`config.mk`:
```
export PLATFORM = sky130hd
export DESIGN_NAME = func_rom_reader
export DESIGN_NICKNAME = d
export VERILOG_FILES = /design/src/rtl/func_rom_reader.sv
export SDC_FILE = /design/constraint.sdc
export NUM_CORES = 1
export LEC_CHECK = 0
export ABC_AREA = 1
export CELL_PAD_IN_SITES_DETAIL_PLACEMENT = 1
export CELL_PAD_IN_SITES_GLOBAL_PLACEMENT = 2
export CORE_MARGIN = 3
export CORE_UTILIZATION = 30
export DETAILED_ROUTE_END_ITERATION = 10
export GPL_TIMING_DRIVEN = 0
export HOLD_SLACK_MARGIN = 0.08
export PLACE_DENSITY = 0.79
export SYNTH_ARGS = -nofsm -noshare
export SYNTH_HDL_FRONTEND = slang
export SYNTH_SLANG_ARGS = --single-unit
```
`constraint.sdc`:
```
create_clock -name clk -period 2.1 [get_ports clk]
set_clock_uncertainty 0.2 [all_clocks]
set_input_delay 0.42 -clock clk [delete_from_list [all_inputs] [get_ports clk]]
set_output_delay 0.42 -clock clk [all_outputs]
set_load 0.05 [all_outputs]
```
`src/rtl/func_rom_reader.sv`:
```
`default_nettype none
// ============================================================================
// Module  : func_rom_reader
// Purpose : Scans an inclusive address range of the 16x5 function ROM into a
//           small FIFO and hands words downstream over valid/ready.
//           Optional running sum of read words: FUNC_ROM_READER_SUM_EN.
// Revision: 1.0 - initial release
// ============================================================================
module func_rom_reader #(
    parameter int ADDR_W = 4,
    parameter int DATA_W = 5,
    parameter int DEPTH  = 4
) (
    input  logic                     clk,
    input  logic                     rst_n,
    input  logic                     start,
    input  logic [ADDR_W-1:0]        first_addr,
    input  logic [ADDR_W-1:0]        last_addr,
    output logic [ADDR_W-1:0]        rom_addr,
    input  logic [DATA_W-1:0]        rom_data,
    output logic                     out_valid,
    input  logic                     out_ready,
    output logic [DATA_W-1:0]        out_data,
    output logic [ADDR_W-1:0]        out_addr,
    output logic                     busy,
    output logic                     done,
    output logic [DATA_W+ADDR_W-1:0] sum
);

    localparam int PTR_W = (DEPTH > 1) ? $clog2(DEPTH) : 1;
    localparam int CNT_W = PTR_W + 1;
    localparam int ENT_W = ADDR_W + DATA_W;
    localparam int SUM_W = DATA_W + ADDR_W;

    typedef enum logic [1:0] {
        S_IDLE  = 2'd0,
        S_READ  = 2'd1,
        S_DRAIN = 2'd2
    } state_t;

    state_t             state_q, state_d;
    logic [ADDR_W-1:0]  rom_addr_q, rom_addr_d;
    logic [ADDR_W-1:0]  end_q, end_d;
    logic [ENT_W-1:0]   mem_q [DEPTH];
    logic [ENT_W-1:0]   mem_d [DEPTH];
    logic [PTR_W-1:0]   wr_ptr_q, wr_ptr_d;
    logic [PTR_W-1:0]   rd_ptr_q, rd_ptr_d;
    logic [CNT_W-1:0]   count_q, count_d;
    logic               done_q, done_d;
    logic               push, pop, full, empty;

    always_comb begin
        state_d    = state_q;
        rom_addr_d = rom_addr_q;
        end_d      = end_q;
        mem_d      = mem_q;
        wr_ptr_d   = wr_ptr_q;
        rd_ptr_d   = rd_ptr_q;
        count_d    = count_q;
        done_d     = 1'b0;
        push       = 1'b0;
        full       = (count_q == CNT_W'(DEPTH));
        empty      = (count_q == '0);
        pop        = !empty && out_ready;

        case (state_q)
            S_IDLE: begin
                if (start) begin
                    rom_addr_d = first_addr;
                    end_d      = last_addr;
                    state_d    = S_READ;
                end
            end
            S_READ: begin
                // A pop frees a slot this same edge, so a full FIFO still
                // accepts a push when the head is being taken.
                if (!full || pop) begin
                    push = 1'b1;
                    if (rom_addr_q == end_q) begin
                        state_d = S_DRAIN;
                    end else begin
                        rom_addr_d = rom_addr_q + ADDR_W'(1);
                    end
                end
            end
            S_DRAIN: begin
                if (pop && (count_q == CNT_W'(1))) begin
                    done_d  = 1'b1;
                    state_d = S_IDLE;
                end
            end
            default: state_d = S_IDLE;
        endcase

        if (push) begin
            mem_d[wr_ptr_q] = {rom_addr_q, rom_data};
            wr_ptr_d        = wr_ptr_q + PTR_W'(1);
        end
        if (pop) begin
            rd_ptr_d = rd_ptr_q + PTR_W'(1);
        end
        case ({push, pop})
            2'b10:   count_d = count_q + CNT_W'(1);
            2'b01:   count_d = count_q - CNT_W'(1);
            default: count_d = count_q;
        endcase
    end

    always_ff @(posedge clk) begin
        if (!rst_n) begin
            state_q    <= S_IDLE;
            rom_addr_q <= '0;
            end_q      <= '0;
            wr_ptr_q   <= '0;
            rd_ptr_q   <= '0;
            count_q    <= '0;
            done_q     <= 1'b0;
            for (int i = 0; i < DEPTH; i++) begin
                mem_q[i] <= '0;
            end
        end else begin
            state_q    <= state_d;
            rom_addr_q <= rom_addr_d;
            end_q      <= end_d;
            wr_ptr_q   <= wr_ptr_d;
            rd_ptr_q   <= rd_ptr_d;
            count_q    <= count_d;
            done_q     <= done_d;
            mem_q      <= mem_d;
        end
    end

`ifdef FUNC_ROM_READER_SUM_EN
    logic [SUM_W-1:0] sum_q, sum_d;

    always_comb begin
        sum_d = sum_q;
        if ((state_q == S_IDLE) && start) begin
            sum_d = '0;
        end else if (push) begin
            sum_d = sum_q + SUM_W'(rom_data);
        end
    end

    always_ff @(posedge clk) begin
        if (!rst_n) begin
            sum_q <= '0;
        end else begin
            sum_q <= sum_d;
        end
    end

    assign sum = sum_q;
`else
    assign sum = '0;
`endif

    assign rom_addr  = rom_addr_q;
    assign out_valid = !empty;
    assign out_data  = mem_q[rd_ptr_q][DATA_W-1:0];
    assign out_addr  = mem_q[rd_ptr_q][ENT_W-1:DATA_W];
    assign busy      = (state_q != S_IDLE);
    assign done      = done_q;

endmodule
`default_nettype wire

```
Yosys cells after proc, flatten, opt, wreduce, memory -nomap -nowiden
Index checks and enable logic that the tools add are counted.
{"block": "word_totals", "inputBits": 17, "word_cells": 67, "out_inout_bits": 25, "register_bits": 54}
{"block": "classes", "muxes": 19, "reduce_logical": 15, "eq_ne": 12, "addsub": 5, "n_lt_le_gt_ge": 3, "bitwise": 2}
{"operator": "bitwise mux 36 bit", "count": 1}
{"operator": "two-way mux 9 bit", "count": 3}
{"operator": "binary-select mux 9 bit (select 2 bit)", "count": 1}
{"operator": "demux 9 bit (select 2 bit)", "count": 1}
{"operator": "two-way mux 4 bit", "count": 3}
{"operator": "inequality test 2 bit, second input constant", "count": 5}
{"operator": "two-way mux 2 bit", "count": 4}
{"operator": "one-hot mux 4 bit (2 select lines)", "count": 1}
{"operator": "AND reduction 4 bit", "count": 2}
{"operator": ">= comparator 3 bit, second input constant", "count": 2}
{"operator": "inverter 2 -> 3 bit", "count": 2}
{"operator": "one-hot mux 2 bit (3 select lines)", "count": 1}
{"operator": "one-hot mux 3 bit (2 select lines)", "count": 1}
{"operator": "nonzero test 2 bit", "count": 3}
{"operator": "adder 2 x 1 -> 2 bit, second input constant", "count": 2}
{"operator": "adder 4 x 1 -> 4 bit, second input constant", "count": 1}
{"operator": "equality test 2 x 1 -> 1 bit, second input constant", "count": 2}
{"operator": "equality test 2 bit, second input constant", "count": 2}
{"operator": "equality test 4 bit", "count": 1}
{"operator": "AND reduction 2 bit", "count": 2}
{"operator": "adder 3 x 1 -> 3 bit, second input constant", "count": 1}
{"operator": "equality test 3 x 1 -> 1 bit, second input constant", "count": 1}
{"operator": "equality test 3 bit, second input constant", "count": 1}
{"operator": "logical AND 1 bit", "count": 3}
{"operator": "7 further kinds", "count": 10}

Logic depth before layout (Yosys ltp)
{"block": "depth", "depth_word": 8, "depth_mapped": 10, "ltp_nobuf": 10}

Least setup slack after synthesis
OpenSTA, ideal clock, no wires.
{"block": "synth_timing", "path_kind": "register -> output", "start": "register rd_ptr_q[0]", "end": "output port out_addr[2]", "slack_ns": -0.127, "path_stages_with_launch": 5, "n_path_buf": 1, "t_arrival_ns": 1.607, "required_time_ns": 1.480, "cell_sequence": "dfxtp_1 inv_1 clkbuf_1 o21ai_0 o22ai_1"}
{"block": "synth_between", "elab_chain_len": 4}
{"item": "start: declaration", "line_no": "47", "source": "logic [PTR_W-1:0] rd_ptr_q, rd_ptr_d;"}
{"item": "start signal: assignment", "line_no": "126", "source": "rd_ptr_q <= rd_ptr_d;"}
{"item": "inverter 2 -> 3 bit (not written as such)", "line_no": "161", "source": "assign out_addr = mem_q[rd_ptr_q][ENT_W-1:DATA_W];"}
{"item": "binary-select mux 9 bit (select 2 bit)", "line_no": "161"}
{"item": "two-way mux 9 bit (not written as such) (2 in a row)", "line_no": "161"}
{"item": "end: declaration", "line_no": "24", "source": "output logic [ADDR_W-1:0] out_addr,"}
No other way between the ends. The select of a mux whose other input is x is not followed.

Worst setup path after layout
{"block": "layout_timing", "start": "register done_q (netlist: done)", "end": "output port done"}
{"item": "start: declaration", "line_no": "49", "source": "logic done_q, done_d;"}
{"item": "start signal: assignment", "line_no": "128", "source": "done_q <= done_d;"}
{"item": "end: declaration", "line_no": "26", "source": "output logic done,"}
No word-level cell between the ends.

==> run metrics <==
outcome=finished clean; hold path endpoint=done$_SDFF_PN0_; leakage=1.408 nW; clock sink total=54; slowest cell on the critical path=clkdlybuf4s50_1; Slew headroom=0.5781; routed wire length=8.579 mm; hold_sp=state_q[0]$_SDFFE_PN0P_; Initial Util=0.3106; Yosys warning count=0; EDFF count, synth=0; Slew Viols, Final=0; full die area=0.01030 mm2; r2r setup slk=0.14 ns; Antenna diodes=0; Slew @ Worst Pin=0.6329 ns; CTS tree=done; vias in the first global route=2673; peak supply drop=458.3 uV; Vias=2623; first-pass GRT wire length=13.94 mm; RR Startpoint=count_q[0]$_SDFFE_PN0P_; WL/cell=16.31 um; worst skew pair latency=0.30 ns; routed vias/inst=4.987; Largest delay share family, worst path=buffers and inverters; nets@finish=444; hold path cells=1; total power=3.656 mW; core area=0.008806 mm2; Site Rows=34; ys async rst share=0; die width=101.5 um; hold buffer count at CTS=0; aggregate global-route resource usage=0.1772; CP required=1.48 ns; CP startpoint kind=register; top post-synthesis cells by area=dfxtp_1 (40%), nand2_1 (9.5%), a21oi_1 (9.3%), nand3_1 (7.9%), o21ai_0 (5.9%); initial antenna violation count=0; DR pass1 iterations=4; total clock buffers created by CTS=5; aggregate global routing overflow=0; Reg area=0.001086 mm2; fmax=491.8 MHz; crit-path max cell delay=0.79 ns; DRC viols=0; setup TNS=0 ns; critical path peak fanout=1; gpl congestion=0.7402; Mean Syn Cell Area=7.392 um2; power density over cell area=1069 mW/mm2; antenna-violating nets left=0; Hold Fails Final Rpt=0; layout cells sized above 1=0.1842; Crit Path Class=reg -> out; total setup buffers inserted after CTS=0; Buffers on Ports=32; Cell Area, Synth=0.002735 mm2; WP buf/inv=1; Final min period=2.033 ns; clk buf depth=2; Mapped Cells=370; clock root buffer=clkbuf_8; most frequent cells after synthesis=nand2_1 (69), dfxtp_1 (54), a21oi_1 (51); pin count of the biggest net entering global routing=17; worst r2r path cells=8; max cap viols=0; io pins=42; Final period util=0.9683; synthesis-to-layout area growth=25.02%; crit path DAT=1.41 ns; top cell type's share of synthesized area=0.3952; worst hold path class=reg -> reg; Synth Register Bits=54; Critical Path End Type=primary output; DP Wirelength=5.959 mm; DRT iter0 DRCs=103; CTS H-tree lvls=2; FILL cells=1105; register area share after synthesis=0.3952; RSZ-0062 raised after global routing=yes; Multi-input gate area=0.001443 mm2; Cell variety after synth=27; Synth Flop Type=dfxtp_1; worst flop-to-flop path endpoint=count_q[2]$_SDFFE_PN0P_; clock slew at the register clock pins of the worst setup and hold paths=0.10 ns; Final Setup Violations=0; area leader, netlist=dfxtp_1; most numerous cell in the Yosys netlist=nand2_1; die height=101.5 um; CP Cell Sequence=clkdlybuf4s50_1
[cells in the final DEF (no fill, tap or decap), types with 2 or more instances in the layout]
| master | count |
|---|---|
| clkbuf_1 | 4 |
| nor2_2 | 2 |
| nand3_1 | 42 |
| conb_1 | 9 |
| nand3b_1 | 2 |
| nand3_2 | 2 |
| nand2_4 | 5 |
| buf_6 | 6 |
| clkbuf_8 | 9 |
| a21oi_1 | 50 |
| clkinvlp_4 | 3 |
| o21ai_0 | 28 |
| buf_4 | 21 |
| xor2_1 | 2 |
| dlygate4sd2_1 | 2 |
| clkdlybuf4s50_1 | 17 |
| buf_2 | 2 |
| inv_1 | 17 |
| nand2_1 | 69 |
| inv_2 | 4 |
| dlymetal6s2s_1 | 2 |
| o22ai_2 | 9 |
| dfxtp_1 | 52 |
| ha_1 | 9 |
| o21ai_1 | 4 |
| nor2_1 | 30 |
[sequential cells by signal, indices dropped and copies added, names as in the netlist]
name      flops
rd_ptr_q      2
done          1
rom_addr      4
end_q         4
mem_q        36
count_q       3
state_q       2
wr_ptr_q      2
[where the power goes]
part / internal [mW] / switching (mW)
Sequential: 1.12 / 0.0730
Clock: 0.266 / 0.362
Combinational: 0.616 / 1.22
[routing by layer]
metal | wire [um] | global-route usage | up-vias | part of all wire
li1 | - | - | 1302 | -
met1 | 3745 | 0.2261 | 1260 | 0.44
met2 | 4332 | 0.3164 | 57 | 0.50
met3 | 445 | 0.02548 | 4 | 0.052
met4 | 56 | 0.03783 | 0 | 0.0065
met5 | 0 | 0 | - | 0
[what timing repair did]
| item | 4_1_cts | 5_1_grt |
|---|---|---|
| gates resized for setup | 80 | 15 |
| gates cloned | 1 | 0 |
| setup endpoints to repair | 14 | 13 |
[final cells by class]
| cell class | instances | area share |
|---|---|---|
| clock buffers | 6 | 0.02415 |
| plain buffers | 29 | 0.06989 |
| well taps | 108 | 0.03952 |
| inverters | 24 | 0.02964 |
| clock inverters | 2 | 0.003659 |
| flip-flops and latches | 54 | 0.3176 |
| multi-input cells | 270 | 0.4219 |
| repair buffers | 32 | 0.09147 |
| repair inverters | 1 | 0.002195 |
[cells by family (layout without fill, tap and decap cells)]
group                    after synthesis  after routing  synth area share
flip-flops                            54             54            0.3952
buffers and inverters                 54             94            0.1166
XOR/XNOR                               2              2          0.006406
other                                  1              9          0.001371
AO/OA/AOI/OAI                         92             92            0.1725
AND/OR/NAND/NOR                      157            157            0.2621
adder cells (fa/ha/maj)               10             10           0.04575
[worst max path at each step]
stage          slack [ns]                      from                 endpoint  cells past startpoint
6_report             0.07           done$_SDFF_PN0_                     done                      1
5_1_grt             -0.05   count_q[0]$_SDFFE_PN0P_  count_q[2]$_SDFFE_PN0P_                      8
4_1_cts             0.005   state_q[1]$_SDFFE_PN0P_                     busy                      3
3_5_place_dp        -0.81  rd_ptr_q[0]$_SDFFE_PN0P_              out_addr[3]                      5
3_3_place_gp        -0.79  rd_ptr_q[0]$_SDFFE_PN0P_              out_addr[2]                      5
2_1_floorplan        0.18  rd_ptr_q[0]$_SDFFE_PN0P_              out_addr[0]                      4
[stage by stage]
step	std cells	utilization	worst slack, ns	area, um2	hold WS, ns
floorplan	378	-	0.1788	2821	0.2192
global placement	518	0.3721	-0.7899	3277	0.2460
detailed placement	518	0.3721	-0.8057	3277	0.2492
CTS	526	0.3855	0.004785	3395	0.2653
global route	526	0.3883	-0.05273	3420	0.2841
finish	526	0.3883	0.06651	3420	0.2563
No activity file was read; power rests on OpenSTA's default activity.
